<file path="config.mk">
export PLATFORM = sky130hd
export DESIGN_NAME = fifo_buffer_ext
export DESIGN_NICKNAME = d
export VERILOG_FILES = /design/src/rtl/fifo_buffer_ext_pkg.sv /design/src/rtl/fifo_buffer_ext_reg_file.sv /design/src/rtl/fifo_buffer_ext.sv
export SDC_FILE = /design/constraint.sdc
export NUM_CORES = 1
export LEC_CHECK = 0
export BUFFER_PORTS_ARGS = -buffer_cell sky130_fd_sc_hd__buf_2
export CAP_MARGIN = 20
export CORE_ASPECT_RATIO = 1.2
export CORE_MARGIN = 10
export CORE_UTILIZATION = 54
export DETAILED_ROUTE_END_ITERATION = 16
export PLACE_DENSITY = 0.75
export SLEW_MARGIN = 5
export SYNTH_ARGS = -nofsm -noshare
export SYNTH_HDL_FRONTEND = slang
export SYNTH_HIERARCHICAL = 1
export SYNTH_SLANG_ARGS = --single-unit
</file>
<file path="constraint.sdc">
create_clock -name clk -period 2.5 [get_ports clk]
set_input_delay 0.25 -clock clk [delete_from_list [all_inputs] [get_ports clk]]
set_output_delay 0.25 -clock clk [all_outputs]
set_load 0.03 [all_outputs]
</file>
<file path="src/rtl/fifo_buffer_ext_pkg.sv">
// Purpose : shared types for the extended FIFO (per-cycle operation decode).
// Latency : n/a (types and a pure function only).
// Backpressure: n/a.
//
// Contents:
//   fifo_op_t  - the accepted operation in a cycle, encoded as {push, pop}
//   decode_op  - packs the accepted push/pop strobes into a fifo_op_t
package fifo_buffer_ext_pkg;

    typedef enum logic [1:0] {
        OP_IDLE = 2'b00,
        OP_POP  = 2'b01,
        OP_PUSH = 2'b10,
        OP_BOTH = 2'b11
    } fifo_op_t;

    function automatic fifo_op_t decode_op(input logic push, input logic pop);
        return fifo_op_t'({push, pop});
    endfunction

endpackage

</file>
<file path="src/rtl/fifo_buffer_ext_reg_file.sv">
// Purpose : FIFO storage array, synchronous write, asynchronous read.
// Latency : write lands on the clock edge; read is combinational from the address.
// Backpressure: none; the caller only asserts i_we for accepted pushes.
//
// Ports:
//   clk      - rising-edge clock
//   i_we     - write enable (one word per cycle)
//   i_waddr  - write address
//   i_wdata  - write data
//   i_raddr  - read address
//   o_rdata  - word stored at i_raddr
module fifo_reg_file #(
    parameter int DATA_WIDTH = 8,
    parameter int ADDR_WIDTH = 4
) (
    input  logic                  clk,
    input  logic                  i_we,
    input  logic [ADDR_WIDTH-1:0] i_waddr,
    input  logic [DATA_WIDTH-1:0] i_wdata,
    input  logic [ADDR_WIDTH-1:0] i_raddr,
    output logic [DATA_WIDTH-1:0] o_rdata
);

    localparam int DEPTH = 1 << ADDR_WIDTH;

    // Contents are deliberately not reset: only words behind a valid
    // read pointer are ever observed.
    logic [DATA_WIDTH-1:0] r_mem [0:DEPTH-1];

    always_ff @(posedge clk) begin
        if (i_we) begin
            r_mem[i_waddr] <= i_wdata;
        end
    end

    assign o_rdata = r_mem[i_raddr];

endmodule

</file>
<file path="src/rtl/fifo_buffer_ext.sv">
// Purpose : synchronous first-word-fall-through FIFO with count, programmable almost flags, flush, sticky errors.
// Latency : a push into an empty FIFO is visible on r_data/count the cycle after the write edge.
// Backpressure: pushes while full (without a same-cycle pop) and pops while empty are dropped and flagged.
//
// Ports:
//   clk, reset        - clock, synchronous active-high reset (highest priority)
//   flush             - synchronous clear of pointers/count/empty/full; errors and memory kept
//   wr, w_data        - push request and its data
//   rd, r_data        - pop request; r_data is the head word (valid while empty=0)
//   af_th, ae_th      - almost-full / almost-empty thresholds in words
//   clr_err           - clears overflow/underflow (a same-cycle new error wins)
//   count             - words stored, 0..DEPTH
//   empty, full       - registered count==0 / count==DEPTH
//   almost_empty/full - count<=ae_th / count>=af_th, combinational on count
//   overflow          - sticky: wr while full with no accepted rd
//   underflow         - sticky: rd while empty
module fifo_buffer_ext
    import fifo_buffer_ext_pkg::*;
#(
    parameter int DATA_WIDTH = 8,
    parameter int ADDR_WIDTH = 4
) (
    input  logic                  clk,
    input  logic                  reset,
    input  logic                  flush,
    input  logic                  wr,
    input  logic [DATA_WIDTH-1:0] w_data,
    input  logic                  rd,
    output logic [DATA_WIDTH-1:0] r_data,
    input  logic [ADDR_WIDTH:0]   af_th,
    input  logic [ADDR_WIDTH:0]   ae_th,
    input  logic                  clr_err,
    output logic [ADDR_WIDTH:0]   count,
    output logic                  empty,
    output logic                  full,
    output logic                  almost_empty,
    output logic                  almost_full,
    output logic                  overflow,
    output logic                  underflow
);

    localparam logic [ADDR_WIDTH:0]   DEPTH_CNT = (ADDR_WIDTH+1)'(1 << ADDR_WIDTH);
    localparam logic [ADDR_WIDTH:0]   CNT_ONE   = (ADDR_WIDTH+1)'(1);
    localparam logic [ADDR_WIDTH-1:0] PTR_ONE   = ADDR_WIDTH'(1);

    logic [ADDR_WIDTH-1:0] r_wptr;
    logic [ADDR_WIDTH-1:0] r_rptr;
    logic [ADDR_WIDTH:0]   r_count;
    logic                  r_empty;
    logic                  r_full;
    logic                  r_ovf;
    logic                  r_unf;

    logic [ADDR_WIDTH-1:0] w_wptr_nxt;
    logic [ADDR_WIDTH-1:0] w_rptr_nxt;
    logic [ADDR_WIDTH:0]   w_count_nxt;
    logic                  w_ovf_nxt;
    logic                  w_unf_nxt;
    logic                  w_rd_ok;
    logic                  w_wr_ok;
    logic                  w_ovf_set;
    logic                  w_unf_set;
    fifo_op_t              w_op;

    // Flush suppresses every read/write effect in its cycle, including errors.
    // A pop accepted in the same cycle frees a slot, so a push into a full FIFO
    // still goes through in that case.
    assign w_rd_ok   = rd & ~r_empty & ~flush;
    assign w_wr_ok   = wr & (~r_full | w_rd_ok) & ~flush;
    assign w_ovf_set = wr & r_full & ~w_rd_ok & ~flush;
    assign w_unf_set = rd & r_empty & ~flush;
    assign w_op      = decode_op(w_wr_ok, w_rd_ok);

    always_comb begin
        w_wptr_nxt  = r_wptr;
        w_rptr_nxt  = r_rptr;
        w_count_nxt = r_count;
        w_ovf_nxt   = r_ovf;
        w_unf_nxt   = r_unf;
        if (flush) begin
            w_wptr_nxt  = '0;
            w_rptr_nxt  = '0;
            w_count_nxt = '0;
        end else begin
            case (w_op)
                OP_PUSH: begin
                    w_wptr_nxt  = r_wptr + PTR_ONE;
                    w_count_nxt = r_count + CNT_ONE;
                end
                OP_POP: begin
                    w_rptr_nxt  = r_rptr + PTR_ONE;
                    w_count_nxt = r_count - CNT_ONE;
                end
                OP_BOTH: begin
                    w_wptr_nxt  = r_wptr + PTR_ONE;
                    w_rptr_nxt  = r_rptr + PTR_ONE;
                end
                default: ;
            endcase
            // Clear first so that a new error in the same cycle survives.
            if (clr_err) begin
                w_ovf_nxt = 1'b0;
                w_unf_nxt = 1'b0;
            end
            if (w_ovf_set) w_ovf_nxt = 1'b1;
            if (w_unf_set) w_unf_nxt = 1'b1;
        end
    end

    always_ff @(posedge clk) begin
        if (reset) begin
            r_wptr  <= '0;
            r_rptr  <= '0;
            r_count <= '0;
            r_empty <= 1'b1;
            r_full  <= 1'b0;
            r_ovf   <= 1'b0;
            r_unf   <= 1'b0;
        end else begin
            r_wptr  <= w_wptr_nxt;
            r_rptr  <= w_rptr_nxt;
            r_count <= w_count_nxt;
            // Flags come from the next count so they line up with count itself.
            r_empty <= (w_count_nxt == '0);
            r_full  <= (w_count_nxt == DEPTH_CNT);
            r_ovf   <= w_ovf_nxt;
            r_unf   <= w_unf_nxt;
        end
    end

    fifo_reg_file #(
        .DATA_WIDTH (DATA_WIDTH),
        .ADDR_WIDTH (ADDR_WIDTH)
    ) u_reg_file (
        .clk     (clk),
        .i_we    (w_wr_ok & ~reset),
        .i_waddr (r_wptr),
        .i_wdata (w_data),
        .i_raddr (r_rptr),
        .o_rdata (r_data)
    );

    assign count        = r_count;
    assign empty        = r_empty;
    assign full         = r_full;
    assign overflow     = r_ovf;
    assign underflow    = r_unf;
    // Thresholds above DEPTH simply never match for almost_full.
    assign almost_empty = (r_count <= ae_th);
    assign almost_full  = (r_count >= af_th);

endmodule
</file>
==> metrics.yaml, run 1 <==
clockBufferDepth: 2
leakage_nw: 2.621
post-synth-top-count-cell: "edfxtp_1"
reg2reg_to: "empty"
setup_violations: 0
die_area_um2: 16170
first_pass_iters: 4
worstSetupEndpoint: "r_data[4]"
worstPathCellList: "buf_12 -> mux4_1 -> a22oi_1 -> nand2_1 -> buf_2"
slowest_stage: "mux4_1"
grt_max_degree: 19
finalCriticalPeriod_ns: 2.385
slowest_delay_ns: 0.57
ys_ff_latch: 145
ir_drop_v: 0.0004026
synth_area_leader_cell: "edfxtp_1"
dp_hpwl_mm: 8.638
synth.yosys.seq_area_share_pct: 67.54
ioPinCount: 43
antenna_found_initial: 0
crit_fanout: 18
clockRootBuffer: "clkbuf_16"
fmax_mhz: 419.3
outcome: "finished, final reports clean"
async_reset_ff_share_pct: 0
ys_top_cells_by_count: "edfxtp_1, nor2_1, mux4_2"
postCtsSetupBuffers: 0
layout_setup_ws_ns: 0.1149
htreeDepth: 4
track_usage_pct: 16.10
insertion_delay_ns: 0.41
post-route-period-util_pct: 95.40
die_w_um: 117.8
antenna_cells: 0
synthFlopType: "edfxtp_1"
finalNonFillerCells: 601
ys_types: 48
cts-buffers-inserted: 17
crit_buf_inv: 2
crit_cells: 5
crit_path_end_kind: "primary output"
detail_route.wl_per_cell_um: 20.63
setup_tns_ns: 0
cts_tree: "yes"
critPathLaunchType: "flip-flop"
vias: 3460
rows: 42
regToRegSetupSlack_ns: 0.13
worstPathArrival_ns: 2.14
vias_per_cell: 5.757
netlist_area_um2: 6195
synth_top_cell_area_share_pct: 62.05
p_per_area_nw_per_um2: 720.3
syn_nets: 402
synth.area.top_cells: "edfxtp_1, mux4_2, mux4_1, dfxtp_1, ha_1"
syn_to_final_growth_pct: 18.66
r2r-start: "empty"
cts_sinks: 145
fin_util_pct: 65.98
antenna_left: 0
drv_slew: 0
drt_iter0_drc: 243
crit_start: "r_rptr[0]"
worstSetupPathType: "flip-flop to primary output"
required_ns: 2.25
crit_family: "multiplexers"
portBuffers: 42
gp_congestion: 0.7956
grt_pass1_wl_mm: 19.92
cap_violations: 0
place_ws_ns: -0.07823
synth_cells: 361
placed_cells: 569
worstRegToRegCells: 12
clkSlewWorstSetupHoldPaths_ns: 0.06
place_area_um2: 6696
fin_nets: 475
hold_viol_final: 0
wirelength_mm: 12.40
stdcell_area_um2: 7351
slew_headroom_pct: 59.27
initial_core_util_pct: 55.60
die_h_um: 137.3
drive_above_1_share_pct: 30.43
syn_avg_cell_area_um2: 17.16
grt_pass1_vias: 3656
drc: 0
hold_path_class: "primary input to flip-flop"
core-area_um2: 11140
synth_edf_count: 128
grt_overflow_total: 0
fin_worst_skew_ns: 0.008292
yosysWarningCount: 6
worst_slew_pin_slew_ns: 0.6087
-- how the worst min path moves through the flow --
stage	cells after the start	end	start
after floorplan	1	overflow	reset
after global placement	2	overflow	reset
after detailed placement	2	underflow	reset
after CTS	2	underflow	reset
after global routing	2	underflow	reset
final	2	underflow	reset
-- power breakdown --
part / internal [W] / switching [W]
clock: 0.00156 / 0.000919
sequential: 0.00264 / 0.00000759
combinational: 0.0000653 / 0.000104
total: 0.00426 / 0.00103
-- sequential cells by signal, summed over array words and instances, names as in the netlist --
signal            count
count                 5
empty                 1
full                  1
overflow              1
r_rptr                4
r_wptr                4
u_reg_file/r_mem    128
underflow             1
-- metal layers --
layer	track usage, %	wire length (um)
met5	0	0
met4	5.365	127
met3	4.505	591
met2	29.07	6727
met1	18.14	4954
-- placed cells by master (no fill, tap or decap), types with 14 or more instances in the layout --
master     netlist  routed
mux4_2          18      18
nor2_1          34      34
ha_1            17      17
buf_4            1      25
a22oi_1         16      15
nand2_1         16      16
clkbuf_16        0      17
buf_2            3      42
mux4_1          14      14
edfxtp_1       128     128
-- stage by stage --
stage / total power (W) / hold slack (ns)
6_report: 0.005295 / 0.04878
4_1_cts: 0.005341 / 0.03355
3_5_place_dp: 0.002868 / 0.4688
3_3_place_gp: 0.002855 / 0.4597
2_1_floorplan: 0.002791 / 0.3224
5_1_grt: 0.005488 / 0.04791
-- cell families after synthesis --
family / Yosys count / share of synthesized area (%)
xor gates and xnor gates: 10 / 1.414
buffers and inverters: 29 / 2.969
and+or+nand+nor: 83 / 6.645
muxes: 35 / 12.99
adders and majority gates: 17 / 3.434
AOI/OAI and AO/OA: 42 / 5.009
DFF: 145 / 67.54
-- layout make-up --
type / instances / area (um^2)
sequential: 145 / 4193
timing repair buffer: 69 / 437.9
clock buffer: 17 / 425.4
multi-input combinational: 187 / 1882
tap: 154 / 192.7
clock inverter: 15 / 167.7
inverter: 14 / 52.55
fill: 775 / 3790
-- what timing repair did --
item,CTS,global route
gates resized for setup,2,11
gates cloned,0,0
setup endpoints to repair,3,5
pin swaps,0,1
hold buffers,0,0
Note: power is estimated with default switching activity, not from simulation.
==> run 2: changes to the inputs <==
--- a/config.mk
+++ b/config.mk
@@ -8,12 +8,10 @@
 export BUFFER_PORTS_ARGS = -buffer_cell sky130_fd_sc_hd__buf_2
 export CAP_MARGIN = 20
 export CORE_ASPECT_RATIO = 1.2
-export CORE_MARGIN = 10
 export CORE_UTILIZATION = 54
 export DETAILED_ROUTE_END_ITERATION = 16
 export PLACE_DENSITY = 0.75
 export SLEW_MARGIN = 5
 export SYNTH_ARGS = -nofsm -noshare
 export SYNTH_HDL_FRONTEND = slang
-export SYNTH_HIERARCHICAL = 1
 export SYNTH_SLANG_ARGS = --single-unit
==> run 2 against run 1 <==
Via count decreased by 5.1%. Area after synthesis increased by 1.2%. Global-route usage increased by 6.3 points. Synthesized cell count decreased by 3.9%. Critical path type unchanged. Largest cell class unchanged.
==> metrics.yaml, run 2 <==
synth_cells: 347  # -3.9%
async_reset_ff_share_pct: 0  # unchanged
regToRegSetupSlack_ns: 0.33  # +0.20 ns
die_w_um: 100.4  # -15%
die_h_um: 120.0  # -13%
grt_pass1_vias: 3477  # -4.9%
met3_usage_pct: 4.834  # +0.33 points
grt_overflow_total: 0  # unchanged
first_pass_iters: 5  # +1
final_common_cell: "edfxtp_1"
vias_per_cell: 5.615  # -2.5%
worstSetupPathType: "flip-flop to primary output"
hold_viol_final: 0  # unchanged
stdcell_area_um2: 7480  # +1.8%
ioPinCount: 43  # unchanged
grt_max_degree: 33  # +14
worstSetupEndpoint: "r_data[0]"
fin_nets: 462  # -2.7%
leakage_nw: 2.678  # +2.1%
largest_reg_flops: 128  # unchanged
synth.area.top_cells: "edfxtp_1, mux4_1, dfxtp_1, mux4_2, ha_1"
initial_core_util_pct: 56.27  # +0.66 points
grt_pass1_wl_mm: 18.89  # -5.2%
clkPwrFrac_pct: 48.8  # +2.0 points
finalCriticalPeriod_ns: 2.499  # +0.1143 ns
crit_fanout: 8  # -10
final_cell_mix: "edfxtp_1, buf_2, mux4_2"
gp_congestion: 0.7847  # -1.4%
portBuffers: 42  # unchanged
combPwrFrac_pct: 2.9  # -0.3 points
layout_setup_ws_ns: 0.0006173  # -0.1143 ns
cts_sinks: 149  # +2.8%
synth_top_cell_area_share_pct: 61.32  # -0.73 points
antenna_left: 0  # unchanged
post-route-period-util_pct: 99.98  # +4.6 points
syn_to_final_growth_pct: 19.32
top_register: "u_reg_file.r_mem"
hold_path_class: "primary input to flip-flop"
fillers: 771  # -0.52%
detail_route.wl_per_cell_um: 21.10  # +2.3%
worst_slew_pin_slew_ns: 0.5083  # -0.1004 ns
antenna_found_initial: 0  # unchanged
ys_top_cells_by_count: "edfxtp_1, nor2_1, mux4_1"
holdPathStages: 2  # unchanged
rows: 42  # unchanged
drt_iter0_drc: 215  # -12%
syn_nets: 391  # -2.7%
dp_hpwl_mm: 7.286  # -16%
clockRootBuffer: "clkbuf_16"
ys_ff_latch: 149  # +2.8%
reg2reg_to: "empty"
netlist_area_um2: 6269  # +1.2%
worstPathArrival_ns: 2.25  # +0.11 ns
clkSlewWorstSetupHoldPaths_ns: 0.06  # about the same
critPathLaunchType: "flip-flop"
grt_use_met1_pct: 27.11  # +9.0 points
die_area_um2: 12050  # -26%
power.net_switching_w: 0.001050  # +1.9%
core-area_um2: 11140  # unchanged
syn_avg_cell_area_um2: 18.06  # +5.3%
htreeDepth: 4  # unchanged
clockBufferDepth: 2  # unchanged
antenna_cells: 0  # unchanged
synth_edf_count: 128  # unchanged
worstRegToRegCells: 10  # -2
swShare_pct: 18.71  # -0.76 points
outcome: "finished, final reports clean"
crit_path_end_kind: "primary output"
place_area_um2: 6783  # +1.3%
grt.busiest_layer: "met2"
cts-buffers-inserted: 17  # unchanged
track_usage_pct: 22.44  # +6.3 points
rsz0062_at_grt: "true"
reg_top3: "u_reg_file.r_mem x128, count x5"
p_seq_share_pct: 48.3  # -1.7 points
setup_violations: 0  # unchanged
post-synth-top-count-cell: "edfxtp_1"
r2r-start: "empty"
drc: 0  # unchanged
p_per_area_nw_per_um2: 750.4  # +4.2%
cap_violations: 0  # unchanged
synth_area_leader_cell: "edfxtp_1"
synth.yosys.seq_area_share_pct: 68.02  # +0.48 points
fin_worst_skew_ns: 0.007854  # -0.0004380 ns
slew_headroom_pct: 66.11  # +6.8 points
insertion_delay_ns: 0.42  # about the same
required_ns: 2.25  # about the same
fmax_mhz: 400.1  # -4.6%
place_ws_ns: 0.2118  # +0.2900 ns
regArea_um2: 4274  # +1.9%
multi_input_area_um2: 1798  # -4.5%
synthFlopType: "edfxtp_1"
drive_above_1_share_pct: 31.09  # +0.67 points
ys_types: 35  # -27%
drv_slew: 0  # unchanged
cts_tree: "yes"
vias: 3285  # -5.1%
grt_use_met2_pct: 37.16  # +8.1 points
p_int_w: 0.004563  # +7.0%
ir_drop_v: 0.0004780  # +19%
yosysWarningCount: 0  # -6
wirelength_mm: 12.35  # -0.44%
-- run 2: changes by cell type after synthesis, moves of 4 or more --
cell,change
buf_6,-4
mux4_1,+10
clkbuf_1,+8
dfxtp_1,+4
nor2_1,-6
a22oi_1,-16
-- run 2: final cells by class --
type | count | share of cell area [%]
clock buffer | 19 | 5.922
clock inverter | 13 | 2.743
inverter | 15 | 0.7528
multi-input combinational | 167 | 24.04
sequential | 149 | 57.14
tap | 154 | 2.576
timing repair buffer | 68 | 6.825
-- run 2: power groups by stage --
stage / clock network (W) / registers, W / logic [W]
4_1_cts: 0.00277 / 0.00271 / 0.000165
3_5_place_dp: 0 / 0.00276 / 0.000157
3_3_place_gp: 0 / 0.00276 / 0.000151
6_report: 0.00274 / 0.00271 / 0.000163
5_1_grt: 0.00287 / 0.00271 / 0.000181
2_1_floorplan: 0 / 0.00277 / 0.0000808
-- run 2: critical path, cell delays in order (launching register included) --
cell and delay, ns:
dfxtp_4 0.42, clkbuf_16 0.20, mux4_2 0.54, mux4_2 0.51
buf_6 0.16
-- run 2: cells by family after synthesis --
kind of cell | synth area share [%]
AOI/OAI and AO/OA | 2.675
xor gates and xnor gates | 1.537
adders and majority gates | 3.992
buffers and inverters | 2.595
DFF | 68.02
muxes | 16.13
and+or+nand+nor | 5.050
-- run 2: worst min-delay path by stage --
stage	from	endpoint	slack, ns
floorplan	reset	overflow	0.32
global placement	reset	underflow	0.47
detailed placement	reset	underflow	0.48
CTS	reset	underflow	0.04
global route	reset	overflow	0.07
finish	reset	overflow	0.05
-- run 2: per-layer routing --
metal	routed length [um]	vias to the layer above
met5	0	-
met2	6505	116
met4	382	0
li1	-	1507
met1	4816	1644
met3	642	18
-- run 2: repair_timing --
action / in CTS / in global routing
setup endpoints to repair: 8 / 11
pin swaps: 0 / 1
hold buffers: 0 / 0
cloned: 1 / 1
gates resized for setup: 21 / 9
setup buffers: 2 / 0
-- run 2: through the flow --
stage	util, %	TNS (ns)	hold slack [ns]	power (W)	instances
floorplan	-	0	0.3224	0.002849	347
global placement	60.88	0	0.4735	0.002914	550
detailed placement	60.88	0	0.4824	0.002921	550
CTS	67.30	-0.1778	0.03990	0.005650	585
global route	67.14	-0.2237	0.07443	0.005760	585
finish	67.14	0	0.05109	0.005613	585
